**config.mk**
```make
export PLATFORM = sky130hd
export DESIGN_NAME = common_lib_dispatch_to_one_hot
export DESIGN_NICKNAME = d
export VERILOG_FILES = /design/src/rtl/common_lib_dispatch_to_one_hot.sv
export SDC_FILE = /design/constraint.sdc
export NUM_CORES = 1
export LEC_CHECK = 0
export CAP_MARGIN = 20
export CORE_ASPECT_RATIO = 1.25
export CORE_MARGIN = 2
export CORE_UTILIZATION = 40
export DETAILED_ROUTE_END_ITERATION = 16
export PLACE_DENSITY_LB_ADDON = 0.2
export SYNTH_ARGS = -nofsm -noshare
export SYNTH_HDL_FRONTEND = slang
export SYNTH_SLANG_ARGS = --single-unit
```
**constraint.sdc**
```tcl
create_clock -name clk -period 7.23 [get_ports clk]
set_input_delay 2.169 -clock clk [delete_from_list [all_inputs] [get_ports clk]]
set_output_delay 2.169 -clock clk [all_outputs]
set_load 0.1 [all_outputs]
```
**src/rtl/common_lib_dispatch_to_one_hot.sv**
```systemverilog
// Routes one valid/ready stream to one of ONE_HOT_W outputs chosen by a one-hot
// selector; each output owns a small circular FIFO so a stalled output only blocks its own beats.

module common_lib_dispatch_to_one_hot_lane #(
  parameter int WIDTH = 8,
  parameter int DEPTH = 2
) (
  input  logic             clk,
  input  logic             s_rst,
  input  logic             push,
  input  logic [WIDTH-1:0] push_data,
  input  logic             pop_rdy,
  output logic             full,
  output logic             vld,
  output logic [WIDTH-1:0] head
);
  localparam int PW = (DEPTH > 1) ? $clog2(DEPTH) : 1;
  localparam int CW = $clog2(DEPTH + 1);

  logic [DEPTH-1:0][WIDTH-1:0] mem;
  logic [PW-1:0]               wptr, rptr;
  logic [CW-1:0]               cnt;
  logic                        pop;

  // Pointers wrap explicitly so DEPTH need not be a power of two.
  function automatic logic [PW-1:0] inc(input logic [PW-1:0] p);
    return (p == PW'(DEPTH - 1)) ? '0 : p + 1'b1;
  endfunction

  assign pop  = vld & pop_rdy;
  assign full = (cnt == CW'(DEPTH));
  assign vld  = (cnt != '0);
  assign head = mem[rptr];

  always_ff @(posedge clk) begin
    if (s_rst) begin
      mem  <= '0;
      wptr <= '0;
      rptr <= '0;
      cnt  <= '0;
    end else begin
      if (push) begin
        mem[wptr] <= push_data;
        wptr      <= inc(wptr);
      end
      if (pop) rptr <= inc(rptr);
      case ({push, pop})
        2'b10:   cnt <= cnt + 1'b1;
        2'b01:   cnt <= cnt - 1'b1;
        default: cnt <= cnt;
      endcase
    end
  end
endmodule

module common_lib_dispatch_to_one_hot #(
  parameter int ONE_HOT_W = 4,
  parameter int WIDTH     = 8,
  parameter int DEPTH     = 2
) (
  input  logic                                clk,
  input  logic                                s_rst,
  input  logic [ONE_HOT_W-1:0]                in_sel_1h,
  input  logic [WIDTH-1:0]                    in_data,
  input  logic                                in_vld,
  output logic                                in_rdy,
  output logic [ONE_HOT_W-1:0][WIDTH-1:0]     out_data,
  output logic [ONE_HOT_W-1:0]                out_vld,
  input  logic [ONE_HOT_W-1:0]                out_rdy,
  output logic                                err_sel
);
  logic                 legal;
  logic [ONE_HOT_W-1:0] full;
  logic [ONE_HOT_W-1:0] push;

  assign legal = (in_sel_1h != '0) && ((in_sel_1h & (in_sel_1h - 1'b1)) == '0);
  // Illegal beats are always swallowed; legal ones wait only on their own FIFO.
  assign in_rdy = legal ? ~|(in_sel_1h & full) : 1'b1;

  for (genvar i = 0; i < ONE_HOT_W; i++) begin : g_lane
    assign push[i] = in_vld & in_rdy & legal & in_sel_1h[i];

    common_lib_dispatch_to_one_hot_lane #(
      .WIDTH (WIDTH),
      .DEPTH (DEPTH)
    ) u_lane (
      .clk       (clk),
      .s_rst     (s_rst),
      .push      (push[i]),
      .push_data (in_data),
      .pop_rdy   (out_rdy[i]),
      .full      (full[i]),
      .vld       (out_vld[i]),
      .head      (out_data[i])
    );
  end

  always_ff @(posedge clk) begin
    if (s_rst) err_sel <= 1'b0;
    else       err_sel <= in_vld & ~legal;
  end
endmodule

```
* Word-level counts from Yosys, hierarchy flattened *
Cells that the tools add are included.

cells by class
  $add $sub $neg = 17
  multiply operators = 0
  divide/modulo/power cells = 0
  order comparisons = 12
  equality and inequality tests = 12
  shift-type cells = 0
  muxes and demuxes = 33
  bitwise logic cells = 14
  reductions and logical operators = 17

operators by type and width
  kind                                                      count
  2-to-1 mux 8 bit                                          12
  bitwise mux 16 bit                                        4
  demux 8 bit (select 1 bit)                                4
  == test 2 bit, second input constant                      8
  < comparator 1 x 2 -> 1 bit, second input constant        8
  case mux 2 bit (2 select lines)                           4
  nonzero test 2 bit                                        8
  AND 1 bit                                                 11
  2-to-1 mux 1 bit                                          9
  adder 1 bit, second input constant                        8
  adder 2 x 1 -> 2 bit, second input constant               4
  AND 4 bit                                                 2
  == test 2 x 1 -> 1 bit, second input constant             4
  subtractor 2 x 1 -> 2 bit, second input constant          4
  logical AND 1 bit                                         5
  greater-or-equal comparator 1 bit, second input constant  4
  zero test 4 bit                                           1
  nonzero test 4 bit                                        1
  OR reduction 4 bit                                        1
  subtractor 4 x 1 -> 4 bit, second input constant          1
  zero test 1 bit                                           1
  inverter 1 bit                                            1

word-level totals
  bits in registers = 81
  latch bits = 0
  memory bits (writable) = 0
  ROM bits = 0
  input port bits = 19
  output and inout bits = 38
  word-level logic and storage cells = 126
  memories kept = 0

* Logic depth before layout (Yosys ltp) *
  depth after elaboration = 10
  depth in mapped cells = 7
  depth with buffers taken out = 7

* Hierarchy *
A second synthesis with hierarchy kept.

second synthesis, totals
  cells, all modules = 423
  area, all modules = 3509.6 um^2

by module, submodules not included
  module                               instances  cells each  area an instance (um^2)  sequential area each (um^2)
  common_lib_dispatch_to_one_hot_lane  4          101         844.6                    400.4
  common_lib_dispatch_to_one_hot       1          19          131.4                    20.0

* Worst setup path after synthesis *
No wires, ideal clock.

  kind = input-to-output
  start point = input port in_sel_1h[1]
  end point = output port in_rdy
  data arrival time = 3200 ps
  required time = 5061 ps
  path slack = 1861 ps
  stages = 4
  path buffers = 0
  cells stage by stage = xor2_1 o21ai_0 o22ai_1 nand2_1

on the way
  word-level cells in the longest chain between the ends = 5
  elaborated cells between the ends (all ways) = 9

RTL lines
  item                       line  source
  from (decl)                63    input logic [ONE_HOT_W-1:0] in_sel_1h,
  subtractor 4 x 1 -> 4 bit  76    assign legal = (in_sel_1h != '0) && ((in_sel_1h & (in_sel_1h - 1'b1)) == '0);
  AND 4 bit                  76
  zero test 4 bit            76
  logical AND 1 bit          76
  2-to-1 mux 1 bit (*)       78    assign in_rdy = legal ? ~|(in_sel_1h & full) : 1'b1;
  to (decl)                  66    output logic in_rdy,

Every way passes the cells marked *; elsewhere a longest branch is shown, timed or not.

* Worst setup path after layout *
Same ends and word-level chain as after synthesis.

==> PnR_summary.wiki <==
{| class="wikitable"
! Metric !! Value
|-
| Path type of the worst min-delay path || flop to flop
|-
| Placement Setup Slack || 1518 ps
|-
| Area of the core || 9174 um2
|-
| Worst-case register-to-register setup slack || 4970 ps
|-
| Maximum net fanout on the critical path || 7
|-
| TritonCTS clock tree || yes
|-
| Post-detailed-routing wire length || 8.165 mm
|-
| Die extent in y || roughly 110 um
|-
| Relative area change from synthesis to final layout || 23.53%
|-
| Final routed DRC violation total || 0
|-
| Overall routing resource usage || 16.29%
|-
| Htree depth || 3
|-
| Wire length of the first global-routing pass || 13.22 mm
|-
| Routed wire per std cell || 14.90 um
|-
| Detailed-route via count || approximately 2700
|-
| GP Congestion || 0.7457
|-
| Remaining number of nets flagged by the antenna check after routing || 0
|-
| Maximum number of pins on one net before global-route repair || 77
|-
| Number of enable-type register cells in the synthesized netlist || 0
|-
| P_sw || roughly 0.00025 W
|-
| Die outline width || around 91 um
|-
| Number of global-route vias before repair || 2629
|-
| Count of warnings emitted by yosys || 0
|-
| Sequential group share of total power || 45.4%
|-
| Final net count || 443
|-
| Static power due to leakage || 1.831 nW
|-
| Setup_tns || 0 ps
|-
| Number of I/O port buffers || 56
|-
| Tmin final || 5697 ps
|-
| Unrepaired setup endpoints after global routing || false
|-
| Latest clock arrival within the worst-skew pair || 320 ps
|-
| Seq/Total Area, Yosys || 42.77%
|-
| Fin. Hold Viols || 0
|-
| Number of gates given a new drive strength after cts || 0
|-
| Worst path arrival time || 3530 ps
|-
| Worst r2r src || g_lane[3].u_lane.cnt[0]
|-
| Combinational fraction of design power || roughly 10%
|-
| Met2 Track Usage GR || 26.02%
|-
| Mapped cell area || between 3000 and 4000 um2
|-
| Endpoints failing setup || 0
|-
| Most common cell after layout, fill and taps aside || dfxtp_1
|-
| Post-CTS Setup Bufs || 0
|-
| TritonCTS sink count || about 80
|-
| Filler Cell Count || 868
|-
| Mapped Avg Cell Area || 9.873 um2
|-
| Pwr dens || between 200 and 250 nW/um2
|-
| Number of buffers inserted by hold repair at cts || 0
|-
| First-pass iteration count of the detailed router || 4
|-
| Unique masters post-synth || 34
|-
| Switching portion of total power || 24.34%
|-
| Clk pin slew, worst setup/hold paths || 60 ps
|-
| Result of the run || finished clean
|-
| Share of the core filled with cells in the final layout || 51.05%
|-
| Worst path setup slack after routing || around 1500 ps
|-
| Hold slack || 469.5 ps
|-
| Mapped Nets || about 410
|-
| Reg-to-Reg End || g_lane[3].u_lane.cnt[1]
|-
| Number of antenna repair diodes || 0
|-
| Sum of net half-perimeters after detailed placement || 5.366 mm
|-
| Element type at the critical path end || output pin
|-
| Starting density of the core || 41.33%
|-
| Number of antenna violations at the first check in global routing || 0
|-
| Die Outline Area || 10280 um2
|-
| Bufs on Longest Clock Path || 2
|-
| Layout cell share with drive strength beyond 1 || 14.35%
|-
| Data required time at the worst endpoint || 5060 ps
|-
| Library cell used as clock root buffer || clkbuf_16
|-
| Post-route fraction of the period consumed by the critical path || 78.80%
|-
| Maxcap violations || 0
|-
| Share of async-settable or async-resettable flops after synthesis || 0%
|-
| Number of max-slew violations in the final report || 0
|-
| Number of cells traversed by the worst register-to-register path || 5
|-
| Synthesized instance count || 384
|-
| Detailed router's first-iteration violation count || 85
|-
| Internal power component || 0.0007665 W
|-
| Source of the critical timing path || in_sel_1h[1]
|-
| Std-Cell Rows || 39
|-
| Most utilized layer in the global route result || met2
|-
| Crit path capture || in_rdy
|-
| Fin area || 4683 um2
|-
| Share of power burned in the clock network || 44.6%
|-
| Dpl cell area || 4358 um2
|-
| I/O pins || 57
|-
| Worst-Margin Slew || 1030 ps
|-
| CP Launch Type || primary input
|-
| Post-synthesis sequential element count || 81
|-
| Met3 Resource Use GR || 2.929%
|-
| Post-Route Skew || 5.153 ps
|-
| Overflow left after global routing || 0
|-
| Average via count per standard cell || 4.909
|-
| Worst vdd rail ir drop || 0.1468 mV
|-
| TritonCTS Buffers || 9
|-
| Met1 track demand over resource || 21.94%
|-
| Critical setup path kind || primary input to output pin
|-
| Highest achievable clock rate || 175.5 MHz
|-
| Max-slew headroom at the worst pin || between 30% and 40%
|-
| Most frequently used flop master after synthesis || dfxtp_1
|-
| Most frequent cells in the layout || dfxtp_1, nand2b_1, clkdlybuf4s50_1, mux2i_1, o21ai_0
|}
how the worst min path moves through the flow:
stage | from | to | slack, ps | cells past startpoint
floorplan | g_lane[1].u_lane.mem[0] | g_lane[1].u_lane.mem[0] | 450 | 2
global placement | g_lane[2].u_lane.mem[2] | g_lane[2].u_lane.mem[2] | 460 | 2
detailed placement | g_lane[1].u_lane.mem[6] | g_lane[1].u_lane.mem[6] | 460 | 2
CTS | g_lane[3].u_lane.mem[6] | g_lane[3].u_lane.mem[6] | 470 | 2
global route | g_lane[1].u_lane.mem[6] | g_lane[1].u_lane.mem[6] | 490 | 2
finish | g_lane[2].u_lane.mem[1] | g_lane[2].u_lane.mem[1] | 470 | 2
registers in the layout, indices dropped and copies added (netlist names):
signal              count
g_lane.u_lane.mem      64
g_lane.u_lane.wptr      4
err_sel                 1
g_lane.u_lane.cnt       8
g_lane.u_lane.rptr      4
power groups by stage:
stage          Clock, W  Sequential, W  Combinational (W)
2_1_floorplan         0       0.000468          0.0000755
3_3_place_gp          0       0.000470          0.0000991
3_5_place_dp          0       0.000470           0.000100
4_1_cts        0.000461       0.000460           0.000100
5_1_grt        0.000479       0.000461           0.000107
6_report       0.000452       0.000460           0.000101
metrics by stage:
step | total power [W] | cells
global route | 0.001047 | 548
detailed placement | 0.0005699 | 531
CTS | 0.001021 | 547
floorplan | 0.0005433 | 384
global placement | 0.0005690 | 531
finish | 0.001013 | 548
synthesized netlist by cell type, types with 2 or more instances:
cell type  count  area, um2
dfxtp_1       81       1622
nand2b_1      56      350.3
mux2i_1       48      480.5
o21ai_0       38      190.2
mux2_2        33      371.6
clkbuf_1      27      101.4
nor2b_1       18      112.6
nor2_1        14      52.55
xnor2_1       11      96.34
or2_2          6      37.54
nand2_1        5      18.77
xor2_1         5      43.79
a21oi_1        4      20.02
and2_1         4      25.02
buf_4          4      30.03
ha_1           4      50.05
or3_1          4      25.02
and3b_1        2      17.52
clkinv_1       2      7.510
nand3b_1       2      15.01
nor2_2         2      12.51
or4b_1         2      20.02
cell families after synthesis:
logic type      count (synthesis)  synth area share, %
xor+xnor                       16                3.696
fa+ha+maj                       4                1.320
flops                          81                42.77
compound gates                 44                5.941
simple gates                  122                19.60
buf+inv                        36                4.191
mux                            81                22.48
layer usage:
| layer | part of all wire (%) | wire length [um] |
|---|---|---|
| met5 | 0 | 0 |
| met4 | 1.3 | 108 |
| met3 | 4.0 | 326 |
| met2 | 47 | 3841 |
| met1 | 48 | 3888 |
worst max-delay path, cell delays in order:
cell and delay [ps]:
clkdlybuf4s50_1 500, xor2_1 190, o21ai_0 160, o22ai_1 120, nand2_1 90, buf_4 280
area by class of cell:
cell class / instances / area, um2 / area share (%)
flip-flops and latches: 81 / 1622 / 34.62
well taps: 123 / 153.9 / 3.286
clock buffers: 11 / 242.7 / 5.183
multi-input cells: 267 / 2011 / 42.93
inverters: 3 / 11.26 / 0.2404
repair buffers: 58 / 588.1 / 12.56
clock inverters: 5 / 55.05 / 1.176
No activity file was read; power rests on OpenSTA's default activity.
